`config.mk`:
```
export PLATFORM = sky130hd
export DESIGN_NAME = apb_syscfg_ctrl
export DESIGN_NICKNAME = d
export VERILOG_FILES = /design/src/rtl/syscfg_pkg.sv /design/src/rtl/syscfg_rst_seq.sv /design/src/rtl/apb_syscfg_ctrl.sv
export SDC_FILE = /design/constraint.sdc
export NUM_CORES = 1
export LEC_CHECK = 0
export ABC_AREA = 1
export CAP_MARGIN = 20
export CORE_ASPECT_RATIO = 1.2
export CORE_MARGIN = 2
export CORE_UTILIZATION = 35
export DETAILED_ROUTE_END_ITERATION = 16
export SYNTH_ARGS = -nofsm -noshare
export SYNTH_HDL_FRONTEND = slang
export SYNTH_SLANG_ARGS = --single-unit
```
`constraint.sdc`:
```
create_clock -name PCLK -period 4 [get_ports PCLK]
set_input_delay 0.4 -clock PCLK [delete_from_list [all_inputs] [get_ports PCLK]]
set_output_delay 0.4 -clock PCLK [all_outputs]
set_load 0.02 [all_outputs]
```
`src/rtl/syscfg_pkg.sv`:
```
// Shared register offsets, version and sequencer state type for the
// APB system-configuration block.
package syscfg_pkg;

  localparam logic [3:0]  OFF_BOOT   = 4'h0;
  localparam logic [3:0]  OFF_RST    = 4'h4;
  localparam logic [3:0]  OFF_PULSE  = 4'h8;
  localparam logic [3:0]  OFF_STATUS = 4'hC;

  localparam logic [11:0] ADDR_INFO  = 12'hF00;
  localparam logic [11:0] ADDR_LOCK  = 12'hF04;

  localparam logic [15:0] SYSCFG_VERSION = 16'h0002;

  typedef enum logic {
    IDLE   = 1'b0,
    ASSERT = 1'b1
  } seq_state_e;

endpackage

```
`src/rtl/syscfg_rst_seq.sv`:
```
// Timed reset-pulse sequencer: holds busy high for HOLD cycles after start.
module syscfg_rst_seq
  import syscfg_pkg::*;
#(
  parameter int HOLD = 16
) (
  input  logic PCLK,
  input  logic PRESETn,
  input  logic start,
  output logic busy
);

  seq_state_e  state;
  logic [15:0] cnt;

  // Counter runs HOLD-1 down to 0, so ASSERT lasts exactly HOLD cycles.
  always_ff @(posedge PCLK or negedge PRESETn) begin
    if (!PRESETn) begin
      state <= IDLE;
      cnt   <= '0;
      busy  <= 1'b0;
    end else begin
      case (state)
        IDLE: begin
          if (start) begin
            state <= ASSERT;
            cnt   <= 16'(HOLD - 1);
            busy  <= 1'b1;
          end
        end
        ASSERT: begin
          if (cnt == 16'd0) begin
            state <= IDLE;
            busy  <= 1'b0;
          end else begin
            cnt <= cnt - 16'd1;
          end
        end
        default: begin
          state <= IDLE;
          busy  <= 1'b0;
        end
      endcase
    end
  end

endmodule

```
`src/rtl/apb_syscfg_ctrl.sv`:
```
// APB system-configuration slave: per-complex boot vectors, level resets,
// timed reset pulses, plus a global info register and write-once lock.
module apb_syscfg_ctrl
  import syscfg_pkg::*;
#(
  parameter int          APB_ADDR_WIDTH  = 12,
  parameter int          NUM_CC          = 2,
  parameter logic [31:0] BOOT_RST_VAL    = 32'h0001_0000,
  parameter int          RST_HOLD_CYCLES = 16
) (
  input  logic                      PCLK,
  input  logic                      PRESETn,
  input  logic [APB_ADDR_WIDTH-1:0] PADDR,
  input  logic [31:0]               PWDATA,
  input  logic                      PWRITE,
  input  logic                      PSEL,
  input  logic                      PENABLE,
  output logic [31:0]               PRDATA,
  output logic                      PREADY,
  output logic                      PSLVERR,
  output logic [NUM_CC-1:0][31:0]   cfg_cc_boot,
  output logic [NUM_CC-1:0]         cfg_cc_rst
);

  localparam logic [31:0] INFO_VAL = {SYSCFG_VERSION, 8'h00, 8'(NUM_CC)};

  logic [NUM_CC-1:0][31:0] boot_q;
  logic [NUM_CC-1:0]       rst_q;
  logic                    lock_q;
  logic [NUM_CC-1:0]       busy;
  logic [NUM_CC-1:0]       pulse_start;

  logic [7:0]  idx;
  logic [3:0]  off;
  logic [11:0] gaddr;
  logic        access;
  logic        wr_en;
  logic        rd_en;
  logic        wr_ok;
  logic        rd_ok;
  logic        err;
  logic        cc_hit;
  logic        info_hit;
  logic        lock_hit;
  logic        misaligned;
  logic        bad_write;

  logic [NUM_CC-1:0] cc_sel;
  logic [31:0]       sel_boot;
  logic              sel_rst;
  logic              sel_busy;
  logic [31:0]       rdata;

  assign idx        = PADDR[11:4];
  assign off        = PADDR[3:0];
  assign gaddr      = PADDR[11:0];
  assign access     = PSEL & PENABLE;
  assign wr_en      = access & PWRITE;
  assign rd_en      = access & ~PWRITE;
  assign info_hit   = (gaddr == ADDR_INFO);
  assign lock_hit   = (gaddr == ADDR_LOCK);
  assign misaligned = (PADDR[1:0] != 2'b00);

  always_comb begin
    cc_sel   = '0;
    sel_boot = '0;
    sel_rst  = 1'b0;
    sel_busy = 1'b0;
    for (int i = 0; i < NUM_CC; i++) begin
      if (idx == 8'(i)) begin
        cc_sel[i] = 1'b1;
        sel_boot  = boot_q[i];
        sel_rst   = rst_q[i];
        sel_busy  = busy[i];
      end
    end
  end

  assign cc_hit = |cc_sel;

  // Rejected writes leave all state untouched; they only raise PSLVERR.
  assign bad_write = info_hit
                   | (cc_hit & (off == OFF_STATUS))
                   | (cc_hit & (off == OFF_BOOT) & lock_q)
                   | (cc_hit & (off == OFF_PULSE) & PWDATA[0] & sel_busy);

  assign err   = ~(cc_hit | info_hit | lock_hit) | misaligned | (PWRITE & bad_write);
  assign wr_ok = wr_en & ~err;
  assign rd_ok = rd_en & ~err;

  always_comb begin
    rdata = '0;
    if (rd_ok) begin
      if (info_hit) begin
        rdata = INFO_VAL;
      end else if (lock_hit) begin
        rdata = {31'b0, lock_q};
      end else begin
        case (off)
          OFF_BOOT:   rdata = sel_boot;
          OFF_RST:    rdata = {31'b0, sel_rst};
          OFF_STATUS: rdata = {30'b0, sel_busy, sel_rst | sel_busy};
          default:    rdata = '0;
        endcase
      end
    end
  end

  assign PRDATA  = rdata;
  assign PSLVERR = access & err;
  assign PREADY  = 1'b1;

  always_ff @(posedge PCLK or negedge PRESETn) begin
    if (!PRESETn) begin
      boot_q <= {NUM_CC{BOOT_RST_VAL}};
      rst_q  <= '0;
      lock_q <= 1'b0;
    end else begin
      for (int i = 0; i < NUM_CC; i++) begin
        if (wr_ok && cc_sel[i] && (off == OFF_BOOT)) begin
          boot_q[i] <= PWDATA;
        end
        if (wr_ok && cc_sel[i] && (off == OFF_RST)) begin
          rst_q[i] <= PWDATA[0];
        end
      end
      if (wr_ok && lock_hit && PWDATA[0]) begin
        lock_q <= 1'b1;
      end
    end
  end

  for (genvar g = 0; g < NUM_CC; g++) begin : g_seq
    assign pulse_start[g] = wr_ok & cc_sel[g] & (off == OFF_PULSE) & PWDATA[0];

    syscfg_rst_seq #(
      .HOLD (RST_HOLD_CYCLES)
    ) u_seq (
      .PCLK    (PCLK),
      .PRESETn (PRESETn),
      .start   (pulse_start[g]),
      .busy    (busy[g])
    );
  end

  assign cfg_cc_boot = boot_q;
  assign cfg_cc_rst  = rst_q | busy;

endmodule

```
# Yosys cells after proc, flatten, opt, wreduce, memory -nomap -nowiden

Index checks and enable logic that the tools add are counted.

Output and inout bits: 100
Flip-flop bits (word level): 103
Logic and storage cells: 106
Input bits: 49

Add/sub/neg operators: 2
Mux-type cells: 30
Reductions and logical operators: 18
Eq/ne operators: 12
Bitwise gates (word level): 33

Operator list:

| kind                  | count |
|---|---|
| $mux 32               | 5 |
| $pmux 32 s3           | 1 |
| $mux 16               | 4 |
| $pmux 16 s2           | 2 |
| $logic_not 16->1      | 2 |
| $sub 16x1->16 const B | 2 |
| $eq 12x12->1 const B  | 2 |
| $and 1x1->1           | 19 |
| $mux 1                | 14 |
| $eq 4x4->1 const B    | 2 |
| $eq 8x1->1 const B    | 1 |
| $logic_and 1x1->1     | 8 |
| $logic_not 8->1       | 1 |
| $ne 2x2->1 const B    | 4 |
| $or 1x1->1            | 8 |
| $pmux 1 s2            | 4 |
| $reduce_and 2->1      | 4 |
| $not 1->1             | 5 |
| $eq 4x3->1 const B    | 1 |
| $logic_not 4->1       | 1 |
| $ne 2x1->1 const B    | 2 |
| $or 2x2->2            | 1 |
| $reduce_bool 2->1     | 1 |
| $reduce_or 2->1       | 1 |

# Depth between registers and ports, before layout

Word-level depth: 16
Mapped depth: 14
Gate-level depth less buffers: 13

# By module

Synthesis repeated with hierarchy kept, for this count alone.

Cell total of the unflattened synthesis: 807
Area, all modules: 5,850.6 um2

By module, submodules not included:

| module          | cells each | area an instance (um2) | times used | sequential area each (um2) |
|---|---|---|---|---|
| apb_syscfg_ctrl | 489        | 3,553.4                | 1          | 1,679.1 |
| syscfg_rst_seq  | 159        | 1,148.6                | 2          | 450.4 |

# Worst setup path after synthesis

Ideal clock, no wire load.

Path kind: input port to output port
From: input PADDR[7]
To: output PRDATA[22]
Buffers on the path: 1
Path slack: 1.395 ns
Stages on the path: 12
Required time: 3.600 ns
Arrival: 2.205 ns
Path through: nor2_1 > nand2_1 > nor2_1 > nand2_2 > nand3_2 > nand2_1 > inv_1 > nand2_1 > nor2_1 > nand2_1 > clkbuf_1 > a211oi_1

Cells in the longest elaborated chain, start to end: 12
Elaborated cells on any way between the ends: 32
Those cells by class: 3 x eq/ne; 10 x mux; 17 x bitwise; 2 x reduce/logical

RTL lines:

| item                                                 | RTL line                                                            | source |
|---|---|---|
| start: declaration                                   | apb_syscfg_ctrl.sv:13                                               | `input logic [APB_ADDR_WIDTH-1:0] PADDR,` |
| $eq 8x1->1 / $logic_not 8->1 (equally long branches) | apb_syscfg_ctrl.sv:70                                               | `if (idx == 8'(i)) begin` |
| $mux 1                                               | apb_syscfg_ctrl.sv:70                                               |  |
| $reduce_or 2->1                                      | apb_syscfg_ctrl.sv:79                                               | `assign cc_hit = \|cc_sel;` |
| $and 1x1->1, on equally long branches                | apb_syscfg_ctrl.sv:83, apb_syscfg_ctrl.sv:84, apb_syscfg_ctrl.sv:85 |  |
| $or 1x1->1 (tied with other cells)                   | apb_syscfg_ctrl.sv:83                                               | `\| (cc_hit & (off == OFF_STATUS))` |
| $or 1x1->1 / $and 1x1->1 (equally long branches)     | apb_syscfg_ctrl.sv:84, apb_syscfg_ctrl.sv:85                        |  |
| $or 1x1->1                                           | apb_syscfg_ctrl.sv:85                                               | `\| (cc_hit & (off == OFF_PULSE) & PWDATA[0] & sel_busy);` |
| $and 1x1->1                                          | apb_syscfg_ctrl.sv:87                                               | `assign err = ~(cc_hit \| info_hit \| lock_hit) \| misaligned \| (PWRITE & bad_write);` |
| $or 1x1->1                                           | apb_syscfg_ctrl.sv:87                                               |  |
| $not 1->1                                            | apb_syscfg_ctrl.sv:89                                               | `assign rd_ok = rd_en & ~err;` |
| $and 1x1->1                                          | apb_syscfg_ctrl.sv:89                                               |  |
| $mux 32 *                                            | apb_syscfg_ctrl.sv:93                                               | `if (rd_ok) begin` |
| end: declaration                                     | apb_syscfg_ctrl.sv:18                                               | `output logic [31:0] PRDATA,` |

Mark *: on every way between the ends. The rest lies on a longest branch, timed or not.

# Worst setup path in the final report

From: input PADDR[1]
To: output PRDATA[29]

Cells in the longest elaborated chain, start to end: 10
Elaborated cells on any way between the ends: 28
Those cells by class: 5 x eq/ne; 4 x mux; 17 x bitwise; 2 x reduce/logical

RTL lines:

| item                                             | RTL line |
|---|---|
| $eq 4x4->1 (tied with other cells)               | apb_syscfg_ctrl.sv:83, apb_syscfg_ctrl.sv:99 |
| $and 1x1->1, on equally long branches            | apb_syscfg_ctrl.sv:83, apb_syscfg_ctrl.sv:84, apb_syscfg_ctrl.sv:85 |
| $or 1x1->1 (tied with other cells)               | apb_syscfg_ctrl.sv:83 |
| $or 1x1->1 / $and 1x1->1 (equally long branches) | apb_syscfg_ctrl.sv:84, apb_syscfg_ctrl.sv:85 |
| $or 1x1->1                                       | apb_syscfg_ctrl.sv:85 |
| $and 1x1->1                                      | apb_syscfg_ctrl.sv:87 |
| $or 1x1->1                                       | apb_syscfg_ctrl.sv:87 |
| $not 1->1                                        | apb_syscfg_ctrl.sv:89 |
| $and 1x1->1                                      | apb_syscfg_ctrl.sv:89 |
| $mux 32 *                                        | apb_syscfg_ctrl.sv:93 |

Marks and branches as above.

==> results summary <==
Measured along the x axis, the die boundary spans 120 um. The gate count of the mapped netlist came out at 722. The detailed router finished its first iteration with 319 violations. The achievable frequency came out at 286 MHz. In this run the critical register-to-register path is captured at g_seq[0].u_seq.cnt[9]$_DFFE_PN0P_. The share of async-settable or async-resettable flops after synthesis came out at 100%. The worst slew margin relative to its limit is 36.8%.

The share of the synthesized area in the top cell type came out at 45.0%. The via count of the first global-routing pass was 4993. The startpoint class of the critical path is an input pin. The number of different library cells used by synthesis comes to 39. The hold buffer count at CTS came out at 0. Final hold analysis gives a worst-case slack of 0.172 ns. The share of the clock period used by the worst path after layout came out at 87.5%. The worst setup path is of the in2out kind.

The count of cells in the finished layout, fillers not included, comes to 1070. The detail route stage leaves a number of antenna-violating nets equal to 0. The DRC violation count after routing is 0. The tree is rooted in a sky130_fd_sc_hd__clkbuf_16.

Broken down by cell family, the worst path's largest delay share belongs to buffers and inverters. In this run the cell area of the synthesized design comes to 0.00562 mm2. Data on the critical path is required at its endpoint by 3.60 ns. The share of cells above drive strength 1 came out at 6.96%. Net switching is 20.0% of the power. The first global-routing pass estimated 24600 um of wire.

The number of input and output port buffers inserted came out at 147. The clock slew at the register clock pins of the worst setup and hold paths came out at 0.07 ns. The buffer and inverter count on the worst path is 4.

The final critical path time including I/O delays and setup came out at 3.50 ns. The slowest stage of the critical path belongs to the cell sky130_fd_sc_hd__clkdlybuf4s50_1. The number of H-tree branching levels is 3. The slew at the pin with the worst max-slew slack came out at 0.948 ns. The flow ran to the end, and the final reports show no timing, DRC or antenna violations. The global route total overflow came out at 0. Between clock sinks in the finished design, the worst skew comes to 0.00892 ns.

The worst register-to-register path begins at g_seq[0].u_seq.cnt[0]$_DFFE_PN0P_. The initial core utilization came out at 35.9%. The internal power is 1.77 mW. The area growth from synthesis to final layout is 35.0%. The average cell area after synthesis came out at 7.78 um2. The clock network accounts for 48.2% of the total power. Per report_power, the sequential group accounts for 47.1% of the total.

The worst-case IR drop observed on VDD is 0.000202 V. The placed wire-length estimate is 10400 um. Yosys attributes the largest share of cell area to sky130_fd_sc_hd__dfrtp_1 (45%), sky130_fd_sc_hd__nand2_1 (16%), sky130_fd_sc_hd__inv_1 (5.3%). The power per cell area came out at 291 mW/mm2. The first detailed-routing pass ran for 5 iterations. The number of placed instances, taps included, is 1054.

The initial antenna violation count is 0. The critical path goes through clkdlybuf4s50_1 > nor2_4 > nand2_1 > nor2_2 > nand2_1 > nand3_2 > nand2_1 > inv_1 > nand2_1 > nor2_1 > nand2_1 > buf_4 > a211oi_1 > clkdlybuf4s50_1. The area of the die came out at 0.0171 mm2. The register bit total from synthesis came out at 103. For this run, the leading register cell type out of synthesis is sky130_fd_sc_hd__dfrtp_1. The setup slack after placement came out at 0.483 ns.

The average detailed-routed wire length per instance is 13.5 um. Setup repair after global routing left no endpoint under its margin. The number of gates resized after CTS was 0. The final number of setup-violating endpoints is 0. The total area inside the core boundary comes to 0.0156 mm2.

The switching component of the power is 0.441 mW. The Yosys step of the flow raised 0 warnings. The number of max-slew violations in the final report came out at 0. The cell row count came out at 50. The instance count on the critical path is 14.

The max-capacitance violation count is 0. The later-pin clock latency in the skew report is 0.35 ns. TritonCTS built the clock tree.

The count of antenna diodes in the layout came out at 0. The placer congestion estimate is 0.800. The core utilization of the finished layout came out at 48.5%.

The maximum fanout encountered on the critical timing path is 30. Counting flops with a built-in enable in the synthesized netlist gives 0. The count of cells along the worst register-to-register path is 13.

In the routed layout, each cell is associated on average with a via count of 4.75. Of all cell types, the one taking the most synthesized area is sky130_fd_sc_hd__dfrtp_1. The static power due to leakage came out at 3.33 nW. The sum of negative setup slack is 0 ns.

The post-CTS repair timing setup buffer count is 0. At the worst endpoint, the arrival time is 3.10 ns. The setup check on the worst reg-to-reg path leaves a slack of 1.34 ns.

The floorplan step set the die height to 143 um. The net total in the final layout came out at 908. For this block, the routed nets add up to 14400 um of wire. CTS saw 103 sinks.

The final count of hold timing violations came out at 0. The post-route worst setup slack is 0.499 ns. The number of nets produced by synthesis came out at 773. The logic gate share of total power came out at 4.7%. The tightest min-delay check is of the in2async type. For this block, the via count after detailed routing is 5084. The kind of end point of the critical path is an output port. The sequential-to-total area share from yosys stat came out at 45.9%. The cell type with the highest occurrence count on the critical path is sky130_fd_sc_hd__nand2_1. The longest individual stage delay on the worst path came out at 0.65 ns.

The overall global routing resource usage is 17.8%. The maximum number of pins on one net before global-route repair came out at 76. The number of buffers added by the clock tree synthesis step came out at 9.

During I/O placement, the number of pins put on the boundary was 149. The maximum number of buffers from clock root to sink is 2.
layer usage:
layer | track usage, % | wire, um
met5 | 0 | 0
met4 | 5.33 | 146
met3 | 2.72 | 690
met2 | 29.6 | 6860
met1 | 24.0 | 6720
final cells by class:
type                    count  area, um2
clock buffers              11        233
clock inverters             5        129
fillers                  1529       8060
inverters                  80        300
multi-input cells         507       2550
flip-flops and latches    103       2580
well taps                 208        260
repair buffers            156       1540
cells in the final DEF, fill, tap and decap left out, types with 10 or more instances in the layout:
| cell type | n |
|---|---|
| sky130_fd_sc_hd__a211oi_1 | 29 |
| sky130_fd_sc_hd__a21oi_1 | 11 |
| sky130_fd_sc_hd__buf_4 | 10 |
| sky130_fd_sc_hd__clkdlybuf4s50_1 | 146 |
| sky130_fd_sc_hd__dfrtp_1 | 101 |
| sky130_fd_sc_hd__inv_1 | 79 |
| sky130_fd_sc_hd__nand2_1 | 239 |
| sky130_fd_sc_hd__nand3_1 | 42 |
| sky130_fd_sc_hd__nor2_1 | 49 |
| sky130_fd_sc_hd__o21ai_1 | 47 |
| sky130_fd_sc_hd__o21ai_2 | 18 |
| sky130_fd_sc_hd__xor2_1 | 14 |
worst max path at each step:
| stage | from | end | slack (ns) |
|---|---|---|---|
| after floorplan | PADDR[7] | PRDATA[22] | 1.40 |
| after global placement | PADDR[1] | PRDATA[3] | 0.56 |
| after detailed placement | PADDR[1] | PRDATA[3] | 0.48 |
| after CTS | PADDR[1] | PRDATA[3] | 0.49 |
| after global routing | PADDR[1] | PRDATA[29] | 0.21 |
| final | PADDR[1] | PRDATA[29] | 0.50 |
Yosys cell counts, types with 2 or more instances:
master                     count
sky130_fd_sc_hd__xnor2_1       3
sky130_fd_sc_hd__dfrtp_1     101
sky130_fd_sc_hd__buf_1         2
sky130_fd_sc_hd__buf_6        10
sky130_fd_sc_hd__o21ai_1      47
sky130_fd_sc_hd__nor3_4        2
sky130_fd_sc_hd__o21ai_2      18
sky130_fd_sc_hd__ha_1          2
sky130_fd_sc_hd__nor2_4        2
sky130_fd_sc_hd__clkbuf_1     15
sky130_fd_sc_hd__a21oi_1      11
sky130_fd_sc_hd__xor2_1       14
sky130_fd_sc_hd__nor3_1        7
sky130_fd_sc_hd__nand3_4       3
sky130_fd_sc_hd__nor2_1       52
sky130_fd_sc_hd__nand2_1     239
sky130_fd_sc_hd__nor4_1        2
sky130_fd_sc_hd__nand3_1      42
sky130_fd_sc_hd__buf_2         2
sky130_fd_sc_hd__nand2_2       2
sky130_fd_sc_hd__a22o_1        2
sky130_fd_sc_hd__dfstp_2       2
sky130_fd_sc_hd__inv_1        79
sky130_fd_sc_hd__buf_4         3
sky130_fd_sc_hd__o21ai_0       7
sky130_fd_sc_hd__a211oi_1     29
sky130_fd_sc_hd__nand4_1       9
sky130_fd_sc_hd__nand4_2       2
sky130_fd_sc_hd__a21o_1        3
power by group through the flow:
stage / Clock, mW / Sequential [mW] / Combinational (mW)
after global routing: 1.14 / 1.04 / 0.118
final: 1.06 / 1.04 / 0.104
after floorplan: 0 / 1.06 / 0.0260
after global placement: 0 / 1.06 / 0.107
after detailed placement: 0 / 1.06 / 0.107
after CTS: 1.09 / 1.04 / 0.107
through the flow:
stage | total power [mW] | instance area, um2
floorplan | 1.09 | 5620
global placement | 1.17 | 7220
detailed placement | 1.17 | 7220
CTS | 2.24 | 7580
global route | 2.30 | 7580
finish | 2.21 | 7580
worst reg2reg max path, stage by stage (launching register included):
cell,delay (ns)
sky130_fd_sc_hd__dfrtp_1,0.38
sky130_fd_sc_hd__inv_1,0.14
sky130_fd_sc_hd__ha_1,0.21
sky130_fd_sc_hd__nand2_1,0.06
sky130_fd_sc_hd__nor2_1,0.15
sky130_fd_sc_hd__nand2_1,0.15
sky130_fd_sc_hd__inv_1,0.10
sky130_fd_sc_hd__nand4_1,0.12
sky130_fd_sc_hd__nor2_1,0.11
sky130_fd_sc_hd__nor2_1,0.12
sky130_fd_sc_hd__inv_1,0.43
sky130_fd_sc_hd__nand2_1,0.38
sky130_fd_sc_hd__nand2_1,0.14
sky130_fd_sc_hd__nand2_1,0.06
cell families after synthesis:
logic type	count (synthesis)	share of synthesized area, %
xor gates and xnor gates	17	2.65
DFF	103	45.9
other	1	0.0668
buffers and inverters	112	9.06
adders and majority gates	2	0.445
AOI/OAI and AO/OA	120	13.6
and+or+nand+nor	367	28.3
registers in the layout (all words and copies together), names as in the netlist:
signal / cells
g_seq.u_seq.state: 2
g_seq.u_seq.cnt: 32
g_seq.u_seq.busy: 2
rst_q: 2
lock_q: 1
cfg_cc_boot: 64
(Power assumes the default switching activity.)
